===== src/rtl/mem_port_arb_pkg.sv =====
// Shared definitions for the memory port arbiter.
// Owner encodings are carried through the read tag pipeline so each
// returning datum is steered to the requester that issued the read.
package mem_port_arb_pkg;

    // Owner encoding carried in each read tag
    localparam logic ARB_OWN_IF = 1'b0;
    localparam logic ARB_OWN_D  = 1'b1;

    // Tag width: {valid, owner}
    localparam int ARB_TAG_W = 2;

    typedef struct packed {
        logic valid;
        logic owner;
    } rd_tag_t;

    // Which requester holds the port in the current cycle
    typedef enum logic [1:0] {
        GNT_NONE = 2'd0,
        GNT_IF   = 2'd1,
        GNT_D    = 2'd2
    } gnt_sel_e;

    // A strobe with no byte enables is a read and expects data back
    function automatic logic is_read(input logic en, input logic [3:0] we);
        return en & (we == 4'b0000);
    endfunction

endpackage


===== src/rtl/mem_rd_tag_pipe.sv =====
// Fixed-latency tag pipeline for memory read returns.
// A {valid, owner} tag enters stage 0 every cycle and leaves RD_LAT cycles
// later, lining up with the memory read data. No backpressure.
// Ports:
//   clk, rst_n  - clock, async active-low reset (drops all in-flight tags)
//   push_valid  - a read was issued this cycle
//   push_owner  - owner of that read
//   pop_valid   - a read datum is on the memory data bus now
//   pop_owner   - owner of that datum
module mem_rd_tag_pipe
    import mem_port_arb_pkg::*;
#(
    parameter int RD_LAT = 1
) (
    input  logic clk,
    input  logic rst_n,
    input  logic push_valid,
    input  logic push_owner,
    output logic pop_valid,
    output logic pop_owner
);

    logic [RD_LAT-1:0] valid_r;
    logic [RD_LAT-1:0] owner_r;

    // Shift register of tags, cleared on reset so dropped reads never return
    always_ff @(posedge clk or negedge rst_n) begin
        if (!rst_n) begin
            valid_r <= {RD_LAT{1'b0}};
            owner_r <= {RD_LAT{1'b0}};
        end else begin
            valid_r[0] <= push_valid;
            owner_r[0] <= push_owner;
            for (int i = 1; i < RD_LAT; i++) begin
                valid_r[i] <= valid_r[i-1];
                owner_r[i] <= owner_r[i-1];
            end
        end
    end

    assign pop_valid = valid_r[RD_LAT-1];
    assign pop_owner = owner_r[RD_LAT-1];

endmodule


===== src/rtl/mem_port_arb.sv =====
// Arbiter sharing one single-ported synchronous memory between the fetch
// unit (IF) and the word-aligned load/store path (D).
// Grant is combinational in the request cycle; read data is steered back to
// its owner through a RD_LAT-deep tag pipeline.
// Optional build macro: MEM_ARB_STARVE_GUARD_EN (IF starvation guard).
// Ports:
//   clk, rst_n                      - clock, async active-low reset
//   if_req/if_addr/if_gnt           - fetch request, address, accept
//   if_rvalid/if_rdata              - fetch read return
//   d_req/d_addr/d_wdata/d_we       - data request (d_we==0 means read)
//   d_lock                          - keep D ownership for the next cycle
//   d_gnt, d_rvalid/d_rdata         - data accept and read return
//   mem_en/mem_addr/mem_wdata/mem_we- memory port
//   mem_rdata                       - memory read data (RD_LAT after strobe)
module mem_port_arb
    import mem_port_arb_pkg::*;
#(
    parameter int RD_LAT   = 1,
    parameter int MAX_WAIT = 4
) (
    input  logic        clk,
    input  logic        rst_n,
    input  logic        if_req,
    input  logic [31:0] if_addr,
    output logic        if_gnt,
    output logic        if_rvalid,
    output logic [31:0] if_rdata,
    input  logic        d_req,
    input  logic [31:0] d_addr,
    input  logic [31:0] d_wdata,
    input  logic [3:0]  d_we,
    input  logic        d_lock,
    output logic        d_gnt,
    output logic        d_rvalid,
    output logic [31:0] d_rdata,
    output logic        mem_en,
    output logic [31:0] mem_addr,
    output logic [31:0] mem_wdata,
    output logic [3:0]  mem_we,
    input  logic [31:0] mem_rdata
);

    gnt_sel_e sel_s;
    logic     lock_r;
    logic     guard_trip_s;
    logic     pop_valid_s;
    logic     pop_owner_s;

`ifdef MEM_ARB_STARVE_GUARD_EN
    localparam logic [3:0] WAIT_MAX = 4'(MAX_WAIT);

    logic [3:0] wait_cnt_r;

    // Count consecutive IF denials, saturating; any grant or idle IF clears it
    always_ff @(posedge clk or negedge rst_n) begin
        if (!rst_n) begin
            wait_cnt_r <= 4'd0;
        end else if (if_req && !if_gnt) begin
            if (wait_cnt_r != WAIT_MAX) begin
                wait_cnt_r <= wait_cnt_r + 4'd1;
            end else begin
                wait_cnt_r <= wait_cnt_r;
            end
        end else begin
            wait_cnt_r <= 4'd0;
        end
    end

    // The guard never breaks an active lock
    assign guard_trip_s = if_req & (wait_cnt_r == WAIT_MAX) & ~lock_r;
`else
    // No guard in this build: strict D priority. MAX_WAIT is still referenced
    // so the parameter list is identical in both builds.
    assign guard_trip_s = 1'b0 & (MAX_WAIT > 0);
`endif

    // Priority select: lock, guard trip, D, IF. Nothing is granted in reset.
    always_comb begin
        sel_s = GNT_NONE;
        if (!rst_n) begin
            sel_s = GNT_NONE;
        end else if (lock_r) begin
            // D owns the second beat; IF is held off even if D is idle
            sel_s = d_req ? GNT_D : GNT_NONE;
        end else if (guard_trip_s) begin
            sel_s = GNT_IF;
        end else if (d_req) begin
            sel_s = GNT_D;
        end else if (if_req) begin
            sel_s = GNT_IF;
        end else begin
            sel_s = GNT_NONE;
        end
    end

    assign if_gnt = (sel_s == GNT_IF);
    assign d_gnt  = (sel_s == GNT_D);

    // Memory port mux driven from the selected requester
    always_comb begin
        mem_en    = 1'b0;
        mem_addr  = 32'h0000_0000;
        mem_wdata = 32'h0000_0000;
        mem_we    = 4'b0000;
        case (sel_s)
            GNT_IF: begin
                mem_en   = 1'b1;
                mem_addr = if_addr;
            end
            GNT_D: begin
                mem_en    = 1'b1;
                mem_addr  = d_addr;
                mem_wdata = d_wdata;
                mem_we    = d_we;
            end
            default: begin
                mem_en    = 1'b0;
                mem_addr  = 32'h0000_0000;
                mem_wdata = 32'h0000_0000;
                mem_we    = 4'b0000;
            end
        endcase
    end

    // Lock covers exactly one following cycle; it cannot re-arm while set
    always_ff @(posedge clk or negedge rst_n) begin
        if (!rst_n) begin
            lock_r <= 1'b0;
        end else begin
            lock_r <= d_gnt & d_lock & ~lock_r;
        end
    end

    mem_rd_tag_pipe #(
        .RD_LAT (RD_LAT)
    ) u_tag_pipe (
        .clk        (clk),
        .rst_n      (rst_n),
        .push_valid (is_read(mem_en, mem_we)),
        .push_owner (d_gnt ? ARB_OWN_D : ARB_OWN_IF),
        .pop_valid  (pop_valid_s),
        .pop_owner  (pop_owner_s)
    );

    assign if_rvalid = pop_valid_s & (pop_owner_s == ARB_OWN_IF);
    assign d_rvalid  = pop_valid_s & (pop_owner_s == ARB_OWN_D);
    assign if_rdata  = if_rvalid ? mem_rdata : 32'h0000_0000;
    assign d_rdata   = d_rvalid  ? mem_rdata : 32'h0000_0000;

endmodule


===== config.mk =====
export PLATFORM = sky130hd
export DESIGN_NAME = mem_port_arb
export DESIGN_NICKNAME = d
export VERILOG_FILES = /design/src/rtl/mem_port_arb_pkg.sv /design/src/rtl/mem_rd_tag_pipe.sv /design/src/rtl/mem_port_arb.sv
export SDC_FILE = /design/constraint.sdc
export NUM_CORES = 1
export LEC_CHECK = 0
export ABC_AREA = 1
export BUFFER_PORTS_ARGS = -buffer_cell sky130_fd_sc_hd__buf_2
export CORE_AREA = 2 2 106 108
export DETAILED_ROUTE_END_ITERATION = 8
export DIE_AREA = 0 0 108 110
export PLACE_DENSITY = 0.54
export RECOVER_POWER = 100
export SETUP_SLACK_MARGIN = 0.2
export SYNTH_ARGS = -nofsm -noshare
export SYNTH_HDL_FRONTEND = slang
export SYNTH_SLANG_ARGS = --single-unit

===== constraint.sdc =====
create_clock -name clk -period 3.3 [get_ports clk]
set_input_delay 0 -clock clk [delete_from_list [all_inputs] [get_ports clk]]
set_output_delay 0 -clock clk [all_outputs]
set_load 0.03 [all_outputs]

==> results by stage, run 1 <==
Cells and area:
- The utilization after layout is 25.1%.
- From synthesis to final layout, the design area changed by 96.1%.
- Once layout is complete, the cells apart from fillers number 708.
- The fraction of final layout cells sized beyond drive strength 1 is 26.8%.
- The area of the multi-input gates is 880 sq um.
- The number of antenna diodes in the final layout is 0.
- In the final design database the tool counted 709 nets.
- The total area of sequential cells is 75.1 sq um.
- The number of filler cells placed in the layout is 1,329.
- The final design area excluding fillers is 2690 sq um.

Power and ir drop:
- In this run switching power makes up 54.2% of total power.
- Dividing total power by cell area gives a power density of 187 nW/um^2.
- VDD sags by at most 0.232 mV.
- The logic gate share of total power is 71.3%.
- In this run the static leakage power is 1.64 nW.
- The switching power is 272 uW.
- The power share of the sequential group is 8.1%.
- The clock network burns 20.7% of the power.
- Summing internal, switching and leakage power gives 502 uW.
- The internal power of the cells is 230 uW.

Clocking:
- The number of sinks handled by clock tree synthesis is 3.
- The deepest level of the CTS H-tree is 1.
- Gates resized during post-CTS repair numbered 0.
- The clock tree from TritonCTS is yes.
- The total CTS buffers is 3.
- The clock passes through at most 2 buffers.
- Clock-pin slew was measured on the worst setup and hold paths at 0.03 ns.
- The clock tree root buffer cell is sky130_fd_sc_hd__clkbuf_8.
- For the worst-skew pair, the clock arrives at the later sink with an insertion delay of 0.21 ns.

Floorplanning:
- 274 I/O pins were placed.
- Measured along the x axis, the die boundary spans 108 microns.
- Once the floorplan was initialized, standard cells occupied 12.8% of the core.
- The area of the core is 10,700 sq um.
- The die covers 11,900 sq um.
- The cell row count is 38.
- From bottom edge to top edge, the die measures 110 microns.

STA:
- The worst relative slew slack is 3.36%.
- Setup violations remaining at the end of the flow were counted as 0.
- Based on the critical path, the design can be clocked at up to 423 MHz.
- The measured slew at the worst slew-check pin is 1.45 ns.
- The final-report hold violation count is 0.
- The clock period could shrink to 2.36 ns.
- Across all hold checks on the routed design, the worst slack comes to 0.00817 ns.
- Across the routed clock network, the largest skew measured is 0.000132 ns.
- Setup repair after global routing left no endpoint under its margin.
- In the finished design, the share of the clock period the worst path needs comes to 71.6%.
- In the final timing run, aggregate negative setup slack is 0 ns.
- The final setup slack of the worst path is 0.938 ns.
- The number of pins exceeding their max-slew limit in the final report is 0.

Synthesis:
- The biggest area contributor in the post-synthesis netlist is sky130_fd_sc_hd__nand2_1.
- The number of nets handed over by synthesis was 446.
- By area the synthesized netlist is led by sky130_fd_sc_hd__nand2_1 29%, sky130_fd_sc_hd__inv_1 20%, sky130_fd_sc_hd__nor2_1 18%.
- Sequential cells were found to cover 5.48% of the synthesized design area.
- The number of instances in the synthesized netlist is 306.
- In this run, distinct cell masters in the synthesized netlist total 13.
- Yosys printed 0 warnings.
- The netlist area before placement is 1370 sq um.
- The area share of the largest cell type after synthesis is 28.8%.
- The mean area per synthesized cell is 4.48 sq um.
- The number of storage elements in the synthesis netlist is 3.

Global route:
- Global routing finished with a remaining overflow of 0.
- The all-layer global routing usage is 9.88%.
- The first global-routing pass estimated 9600 microns of wire.
- The initial antenna violation count is 0.
- The largest net degree at the start of global routing is 38.
- The number of global-route vias before repair was 2,073.

Worst setup path:
- The length in cells of the worst reg-to-reg path is 5.
- The worst register-to-register path begins at lock_r.
- The element type at the critical path end is an output port.
- The data required time of the worst path is 3.30 ns.
- STA classifies the critical path startpoint as an input pin.
- In this run the register-to-register setup slack is 1.33 ns.
- The data arrival time at the worst-slack endpoint is 2.36 ns.
- Of all nets on the critical path, the largest fanout is 33.
- The worst setup path is of the input pin to output port kind.
- The capture point of the worst reg-to-reg path is u_tag_pipe.pop_valid.

Placed design:
- The post-DP HPWL is 5880 microns.
- After detailed placement, the design holds a cell count of 703.
- Input and output buffers added on the ports amount to 273.
- The post-placement worst setup slack is 1.28 ns.
- After detailed placement, the total cell area comes to 2800 sq um.
- Routability-driven placement finished with a final weighted congestion of 0.737.

Detailed routing:
- The detailed-router iteration count before antenna repair is 4.
- For this block, the via count after detailed routing is 2,526.
- The number of nets with antenna violations after routing is 0.
- The detailed router finished its first iteration with 122 violations.
- The total DRC errors in the routed layout is 0.
- In the routed layout, each cell is associated on average with a via count of 3.57.
- The total wire length is 7120 microns.
- Dividing the detail-routed wire length by the instance count gives 10.0 microns.

Hold path:
- The start point of the worst min-delay path is d_lock.
- The end point of the most critical hold path is lock_r.
- Along the worst hold path, the cell count comes to 3.
- The tightest min-delay check is of the input pin to flip-flop type.

Run status:
- The flow ran to the end, and the final reports show no timing, DRC or antenna violations.

Run:
- Max-cap violations in this run came to 0.
[logic make-up after synthesis]
group / after synthesis / share of synthesized area (%)
and+or+nand+nor: 174 / 48.4
buffers and inverters: 94 / 30.3
adders and majority gates: 3 / 2.74
DFF: 3 / 5.48
AOI/OAI and AO/OA: 32 / 13.1
[placed cells by master (no fill, tap or decap), types with 3 or more instances in the layout]
cell                       synthesis  final
sky130_fd_sc_hd__a21oi_1          27     27
sky130_fd_sc_hd__a21oi_2           5      5
sky130_fd_sc_hd__buf_2            14    138
sky130_fd_sc_hd__buf_4             0      3
sky130_fd_sc_hd__clkbuf_1          0    137
sky130_fd_sc_hd__clkbuf_8          0      3
sky130_fd_sc_hd__dfrtp_1           3      3
sky130_fd_sc_hd__ha_1              3      3
sky130_fd_sc_hd__inv_1            73     74
sky130_fd_sc_hd__nand2_1         105    105
sky130_fd_sc_hd__nor2_1           64     64
sky130_fd_sc_hd__nor2_2            3      3
[area by class of cell]
| cell class | count | area share, % |
|---|---|---|
| flip-flops and latches | 3 | 2.79 |
| inverters | 74 | 10.3 |
| multi-input cells | 209 | 32.7 |
| clock buffers | 4 | 1.68 |
| well taps | 140 | 6.52 |
| repair buffers | 278 | 45.9 |
[registers in the layout (all words and copies together), names as in the netlist]
register              flops
lock_r                    1
u_tag_pipe.pop_valid      1
u_tag_pipe.pop_owner      1
[critical path, stage by stage]
cell and delay, ns:
sky130_fd_sc_hd__dlygate4sd3_1 0.54, sky130_fd_sc_hd__clkbuf_1 0.22, sky130_fd_sc_hd__nand2_1 0.07, sky130_fd_sc_hd__nor3_1 0.20, sky130_fd_sc_hd__ha_1 0.67, sky130_fd_sc_hd__a21oi_1 0.31, sky130_fd_sc_hd__clkbuf_1 0.34
[Yosys cell counts, drive strengths merged]
master / count
a21oi: 32
buf: 20
dfrtp: 3
ha: 3
inv: 74
nand2: 105
nand3: 1
nor2: 67
nor3: 1
[how the worst max path moves through the flow]
stage | start | endpoint | slack [ns] | depth (start not counted)
6_report | rst_n | mem_addr[19] | 0.94 | 7
5_1_grt | rst_n | mem_addr[6] | 0.61 | 7
3_3_place_gp | lock_r | u_tag_pipe.pop_valid | 1.30 | 5
2_1_floorplan | lock_r | mem_addr[10] | 1.49 | 5
3_5_place_dp | lock_r | u_tag_pipe.pop_valid | 1.28 | 5
4_1_cts | rst_n | mem_en | 0.98 | 7
[routing by layer]
metal	global-route usage (%)	vias to the layer above	part of all wire, %
li1	-	1382	-
met1	10.9	1000	38
met2	19.9	142	52
met3	1.53	2	9.5
met4	1.92	0	0.41
met5	0	-	0
[timing repair]
action,CTS,global route
hold endpoints to repair,3,0
hold buffers,1,0
buffers inserted,0,0
[power groups by stage]
stage	Clock, mW	Sequential [mW]	Combinational, mW
after floorplan	0	0.0407	0.231
after global placement	0	0.0409	0.375
after detailed placement	0	0.0410	0.375
after CTS	0.108	0.0406	0.377
after global routing	0.115	0.0410	0.393
final	0.104	0.0406	0.358
No activity file was read; power rests on OpenSTA's default activity.
==> inputs of run 2 (changes only) <==
--- a/config.mk
+++ b/config.mk
@@ -7,10 +7,10 @@
 export LEC_CHECK = 0
 export ABC_AREA = 1
 export BUFFER_PORTS_ARGS = -buffer_cell sky130_fd_sc_hd__buf_2
-export CORE_AREA = 2 2 106 108
+export CORE_AREA = 2 2 107 109
 export DETAILED_ROUTE_END_ITERATION = 8
-export DIE_AREA = 0 0 108 110
-export PLACE_DENSITY = 0.54
+export DIE_AREA = 0 0 109 111
+export PLACE_DENSITY = 0.55
 export RECOVER_POWER = 100
 export SETUP_SLACK_MARGIN = 0.2
 export SYNTH_ARGS = -nofsm -noshare
==> constraint.sdc (replaced) <==
create_clock -name clk -period 2 [get_ports clk]
set_input_delay 0 -clock clk [delete_from_list [all_inputs] [get_ports clk]]
set_output_delay 0 -clock clk [all_outputs]
set_load 0.03 [all_outputs]
==> results by stage, run 2 (synthesis gave the netlist of run 1 again) <==
Run status:
- The run finished with clean final reports.

Worst setup path:
- The worst register-to-register path has a setup slack of 0.56 ns.
- The critical path is of the flip-flop to output port type.
- The element type at the critical path end is an output port.
- Along the worst path, the maximum fanout reaches 33.
- The worst register-to-register path has a depth of 5.
- The capture point of the worst reg-to-reg path is u_tag_pipe.pop_valid.
- The origin of the worst setup path is lock_r.
- The end point of the critical path is mem_addr[30].
- The startpoint kind of the worst setup timing path is a flip-flop.
- At the worst endpoint, the arrival time is 1.79 ns.
- STA puts the critical path data required time at 2.00 ns.
- The worst register-to-register path begins at lock_r.

Placed design:
- The congestion estimate from routability-driven global placement came to 0.749.
- The post-DP HPWL is 5760 microns.
- Buffers placed on the I/O ports in this run total 273.
- The post-placement worst setup slack is 0.114 ns.
- The instance count after placement with tap cells included is 706.

Global route:
- In the global route stage, overall resource usage came out at 10.3%.
- The number of global-route vias before repair is 2,272.
- The largest net degree at the start of global routing is 34.
- The initial antenna violation count is 0.
- The total overflow left after global routing is 0.
- The global-route wire length before repair is 10,200 microns.

STA:
- The final critical path takes up 89.7% of the cycle.
- The accumulated negative setup slack is 0 ns.
- For the finished layout, the period the worst path requires is 1.79 ns.
- At the pin with the least slew margin, the transition time is 0.672 ns.
- The top achievable clock speed is 557 MHz.
- Setup repair after global routing left no endpoint under its margin.
- The number of pins exceeding their max-slew limit in the final report is 0.
- The final count of negative-setup-slack endpoints is 0.
- The final setup slack of the worst path is 0.206 ns.
- The final-report hold violation count came to 0.
- The worst setup skew after layout is 0.00138 ns.
- The worst pin sits at a relative slew slack of 55.2%.

Cells and area:
- For this run, the number of standard cells in the final layout without fillers is 711.
- At the end of the flow, the number of nets in the layout was 709.
- In the layout the commonest cells are 138 x sky130_fd_sc_hd__buf_2, 136 x sky130_fd_sc_hd__clkbuf_1, 105 x sky130_fd_sc_hd__nand2_1.
- Cells with a size suffix above 1 make up 32.0% of the layout.
- From synthesis to final layout, the design area changed by 110%.
- The most common cell after layout, fill and taps aside is sky130_fd_sc_hd__buf_2.
- 0 antenna diodes ended up in the layout.

Run:
- The tool flagged a number of max-cap violations equal to 0.

Clocking:
- In this run the number of H-tree levels came out at 1.
- The number of buffers between clock root and the deepest sink is 2.
- The number of sinks handled by clock tree synthesis is 3.
- Clock-pin slew was measured on the worst setup and hold paths at 0.03 ns.
- TritonCTS built the clock tree.
- The tree is rooted in a sky130_fd_sc_hd__clkbuf_16.
- The total CTS buffers is 3.
- At the later pin of the worst-skew pair, clock insertion delay measures 0.22 ns.

Floorplanning:
- The area of the core is 11,100 sq um.
- The die covers 12,100 sq um.
- The number of top-level pins is 274.
- The starting density of the core is 12.4%.
- The cell row count is 39.
- Measured along the y axis, the die boundary spans 111 microns.
- From left edge to right edge, the die measures 109 microns.

Power and ir drop:
- The power per standard cell area is 351 nW/um^2.
- The maximum vdd drop is 0.219 mV.
- In this run the static leakage power is 1.66 nW.

Detailed routing:
- The number of nets with antenna violations after routing is 0.
- After detailed routing, the number of remaining DRC violations is 0.
- The detailed-router iteration count before antenna repair is 4.
- After detailed routing, the average wire length per cell comes to 10.0 microns.
- The detail-routed via count per cell is 3.71.
- Summing over every cut layer, the via total after detailed routing is 2,638.
- Summed over all layers, the routed wires come to 7110 microns.
- The detailed router finished its first iteration with 87 violations.

Hold path:
- The class of the tightest hold or removal check is input pin to flip-flop.
==> run 2: power by group <==
group	internal, mW	switching, mW
Sequential	0.0649	0.00266
Clock	0.263	0.0529
Combinational	0.195	0.432
Total	0.523	0.488
==> run 2: final cells by class <==
class                           instances  area, sq um
Multi-Input combinational cell        209         1010
Inverter                               74          278
Timing Repair Buffer                  278         1260
Clock buffer                            4         78.8
Tap cell                              143          179
Fill cell                            1364         8200
Sequential cell                         3         75.1
==> run 2: worst max-delay path, cell delays in order, from the launching register on <==
cell and delay [ns]:
sky130_fd_sc_hd__dfrtp_1 0.37, sky130_fd_sc_hd__nor3_4 0.06, sky130_fd_sc_hd__inv_1 0.11, sky130_fd_sc_hd__ha_1 0.23, sky130_fd_sc_hd__buf_12 0.20, sky130_fd_sc_hd__nand2_1 0.08, sky130_fd_sc_hd__a21oi_1 0.18, sky130_fd_sc_hd__clkbuf_1 0.33
==> run 2: repair_timing <==
item                                   in CTS  in global routing
setup buffers                               0                  0
gates resized for setup                     4                  5
setup endpoints to repair                  55                 54
hold buffers                                1                  0
endpoints found under the hold margin       3                  0
pin swaps                                   0                  1
==> run 2: how the worst min path moves through the flow <==
| stage | start | cells past startpoint | slack [ns] | to |
|---|---|---|---|---|
| 3_3_place_gp | rst_n | 1 | -0.18 | u_tag_pipe.pop_owner |
| 2_1_floorplan | rst_n | 0 | -0.30 | lock_r |
| 5_1_grt | d_lock | 3 | 0.03 | lock_r |
| 6_report | d_lock | 3 | 0.02 | lock_r |
| 4_1_cts | d_lock | 3 | 0.02 | lock_r |
| 3_5_place_dp | rst_n | 1 | -0.18 | u_tag_pipe.pop_owner |
==> run 2: through the flow <==
step                utilization, %  hold slack, ns  power [mW]  cell area, sq um
floorplan                        -          -0.296       0.467              1460
global placement              26.3          -0.182       0.710              2920
global route                  26.0          0.0301        1.09              2880
detailed placement            26.3          -0.181       0.711              2920
finish                        26.0          0.0208        1.01              2880
CTS                           27.3          0.0177        1.04              3030
==> run 2: metal layers <==
metal | share of wire [%] | global-route usage [%] | vias to the layer above
met1 | 40 | 11.1 | 1087
met3 | 11 | 2.23 | 4
met2 | 48 | 20.0 | 163
li1 | - | - | 1384
met5 | 0 | 0 | -
met4 | 0.56 | 1.62 | 0
==> inputs of run 3 (changes only) <==
--- a/config.mk
+++ b/config.mk
@@ -5,12 +5,12 @@
 export SDC_FILE = /design/constraint.sdc
 export NUM_CORES = 1
 export LEC_CHECK = 0
-export ABC_AREA = 1
-export BUFFER_PORTS_ARGS = -buffer_cell sky130_fd_sc_hd__buf_2
-export CORE_AREA = 2 2 107 109
+export CORE_AREA = 2 2 108 110
+export CTS_CLUSTER_SIZE = 8
 export DETAILED_ROUTE_END_ITERATION = 8
-export DIE_AREA = 0 0 109 111
-export PLACE_DENSITY = 0.55
+export DIE_AREA = 0 0 110 112
+export DONT_BUFFER_PORTS = 1
+export PLACE_DENSITY = 0.31
 export RECOVER_POWER = 100
 export SETUP_SLACK_MARGIN = 0.2
 export SYNTH_ARGS = -nofsm -noshare
==> results by stage, run 3 <==
Clocking:
- The latest clock arrival within the worst-skew pair is 0.22 ns.
- The deepest level of the CTS H-tree is 1.
- Counting along the longest clock path gives a buffer depth of 2.
- The clock tree from TritonCTS is yes.
- The tree is rooted in a sky130_fd_sc_hd__clkbuf_16.
- After clock tree synthesis, the clock-pin slew on the worst setup and hold paths is 0.03 ns.
- The tree built by TritonCTS fans out to 3 sinks.
- TritonCTS created 3 clock buffers.

Synthesis:
- The complex-gate fraction of the synthesized area is 19.6%.
- The mean area per synthesized cell is 6.24 sq um.
- Counting flops and latches in the post-synthesis netlist gives 3.
- The synthesized netlist devotes 2.95% of its cell area to adder and majority cells.
- In this run, synthesis inferred 0 flip-flops with an integrated enable.
- By count the netlist is led by 68 x sky130_fd_sc_hd__and2_1, 33 x sky130_fd_sc_hd__nor2_1, 32 x sky130_fd_sc_hd__a22oi_1, 32 x sky130_fd_sc_hd__and3_1, 13 x sky130_fd_sc_hd__clkbuf_1.
- Among all flip-flop cells after synthesis, the most frequent one is sky130_fd_sc_hd__dfrtp_1.
- The synthesized netlist contains 16 unique library cells.
- Of the post-synthesis cell area, the part taken by muxes is 0%.
- The cell type contributing the most total cell area after synthesis is sky130_fd_sc_hd__and2_1.
- The most numerous cell in the Yosys netlist is sky130_fd_sc_hd__and2_1.
- Synthesis produced a netlist whose cell count is 204.
- During synthesis, Yosys emitted a total of 0 warnings.
- The xor-xnor portion of the synthesized cell area is 0%.
- After synthesis, the share of flip-flops with an asynchronous set or reset is 100%.
- The synthesized net count is 344.
- Sequential cells were found to cover 5.90% of the synthesized design area.
- After synthesis, the largest family of logic cells by area is simple AND/OR/NAND/NOR gates.
- The netlist area before placement is 1270 sq um.
- By area the synthesized netlist is led by sky130_fd_sc_hd__and2_1 33%, sky130_fd_sc_hd__a22oi_1 19%, sky130_fd_sc_hd__and3_1 16%.
- The synthesized design devotes to its leading area cell type 33.4% of total area.
- The basic-gate share of the synthesized area counting and, or, nand and nor cells is 62.9%.

Worst setup path:
- The kind of critical path is flip-flop to output port.
- The buffers plus inverters on the worst setup path is 1.
- The worst register-to-register path ends at u_tag_pipe.pop_valid.
- The critical path crosses 4 cells after its start point.
- The worst reg2reg path startpoint is lock_r.
- For the worst setup path, the data required time is 2.00 ns.
- For this run, the slowest stage of the critical path takes 0.42 ns.
- The element type at the critical path end is an output port.
- The slack of the worst reg-to-reg path is 0.54 ns.
- The maximum fanout along the worst path is 38.
- Grouping stages by cell kind, the critical path spends the most delay in simple AND/OR/NAND/NOR gates.
- For the worst flop-to-flop path, the logic depth is 4.
- Walking the worst path, the cells encountered are nand4bb_4, ha_1, clkbuf_2, and2_0.
- In this run the worst setup path begins at lock_r.
- On the critical path, the stage with the largest delay is an instance of sky130_fd_sc_hd__and2_0.
- STA classifies the critical path startpoint as a flip-flop.
- The data arrival time at the worst-slack endpoint is 1.79 ns.
- The end point of the critical path is mem_wdata[10].

Detailed routing:
- In the final routed layout, each cell accounts on average for 15.9 microns.
- The detailed-router iteration count before antenna repair is 4.
- The detail-routed via count per cell is 4.41.
- After detailed routing, the total wire length is 6000 microns.
- The final route contains 1,661 vias.
- The total DRC errors in the routed layout is 0.
- In this run the remaining antenna-violating nets after routing total 0.
- The detailed router finished its first iteration with 33 violations.

Placed design:
- The last weighted congestion value of the routability-driven placer is 0.816.
- Once placement finished, the instance area stood at 1660 sq um.
- The post-DP HPWL is 4720 microns.
- The count of buffers inserted at the top-level ports is 0.

Floorplanning:
- The area of the core is 11,200 sq um.
- Once the floorplan was initialized, standard cells occupied 11.4% of the core.
- The overall die width is 110 microns.
- The chip height is 112 microns.
- The floorplan step defined a die boundary enclosing 12,300 sq um.
- In this run the count of I/O pins placed on the die edge is 274.
- The cell row count is 39.

Power and ir drop:
- Power spread over the standard cell area amounts to 458 nW/um^2.
- The static leakage power is 0.859 nW.
- Across the VDD grid, the largest voltage drop is 0.130 mV.

STA:
- The final-report hold violation count is 0.
- The accumulated negative setup slack is 0 ns.
- Setup repair after global routing left no endpoint under its margin.
- The number of pins exceeding their max-slew limit in the final report is 0.
- The measured slew at the worst slew-check pin is 0.533 ns.
- The top achievable clock speed is 557 MHz.
- The final critical-path required period is 1.79 ns.
- The final worst-path cycle share is 89.7%.
- Headroom to the max-slew limit came out at 64.4%.
- On the final layout, the worst clock skew is 0.000262 ns.
- Setup violations remaining at the end of the flow were counted as 0.

Run:
- The tool flagged a number of max-cap violations equal to 0.

Global route:
- For this run, the total global-route usage over all layers was measured as 7.89%.
- The initial antenna violation count is 3.
- The number of global-route vias before repair is 1,446.
- The global-route wire length before repair is 7360 microns.
- The remaining global-route overflow is 0.
- The largest net degree at the start of global routing is 39.

Cells and area:
- The library cells used most frequently in the layout, excluding fill and tap cells, are 56 x sky130_fd_sc_hd__and2_1, 36 x sky130_fd_sc_hd__buf_4, 33 x sky130_fd_sc_hd__nor2_1.
- Compared with the post-synthesis result, the final layout area differs by 47.4%.
- After routing the design area is 1880 sq um.
- The number of filler cells placed in the layout is 1,269.
- The net count of the finished layout is 372.
- The fraction of final layout cells sized beyond drive strength 1 is 23.4%.
- The most common cell after layout, fill and taps aside is sky130_fd_sc_hd__and2_1.

Hold path:
- The tightest min-delay check is of the input pin to async pin type.

Run status:
- The run finished with clean final reports.
-- run 3: worst min path at each step --
stage	end	slack, ns	depth (start not counted)
global placement	u_tag_pipe.pop_valid	-0.30	0
CTS	u_tag_pipe.pop_valid	0.06	1
finish	u_tag_pipe.pop_valid	0.05	1
floorplan	lock_r	-0.30	0
global route	u_tag_pipe.pop_valid	0.06	1
detailed placement	u_tag_pipe.pop_owner	-0.30	0
-- run 3: per-layer routing --
layer  GRT usage, %  part of all wire, %  up-vias
met4           4.73                  3.5        0
met3          0.820                   10       10
met2           15.5                   54      162
li1               -                    -      746
met1           7.55                   32      743
met5              0                    0        -
-- run 3: stage by stage --
step / util [%] / instances / power (mW) / hold slack (ns) / setup slack [ns]
final: 16.8 / 377 / 0.859 / 0.0531 / 0.205
after CTS: 16.0 / 373 / 0.853 / 0.0561 / 0.217
after global routing: 16.8 / 377 / 0.912 / 0.0624 / 0.0996
after global placement: 14.9 / 365 / 0.522 / -0.295 / 0.425
after detailed placement: 14.9 / 365 / 0.522 / -0.295 / 0.388
after floorplan: - / 204 / 0.450 / -0.296 / 0.211
-- run 3: cells by family after synthesis --
family          count (synthesis)
fa+ha+maj                       3
flops                           3
compound gates                 33
simple gates                  139
buf+inv                        26
-- run 3: area by class of cell --
class	count	area [sq um]	area share [%]
flip-flops and latches	3	75.1	4.00
clock buffers	4	78.8	4.20
repair buffers	46	395	21.1
inverters	3	11.3	0.600
multi-input cells	175	1130	60.2
well taps	143	179	9.54
diodes	3	7.51	0.400
-- run 3: power breakdown --
group	leakage, nW	switching, mW	internal (mW)
clock	0.0382	0.0552	0.263
combinational	0.781	0.348	0.125
sequential	0.0395	0.00239	0.0649
-- run 3: repair_timing --
item | CTS | global route
endpoints found under the setup margin | 26 | 33
resized for setup | 2 | 15
hold buffers | 4 | 0
setup buffers | 0 | 0
hold endpoints to repair | 5 | 0
pin swaps | 0 | 0
gates cloned | 0 | 1
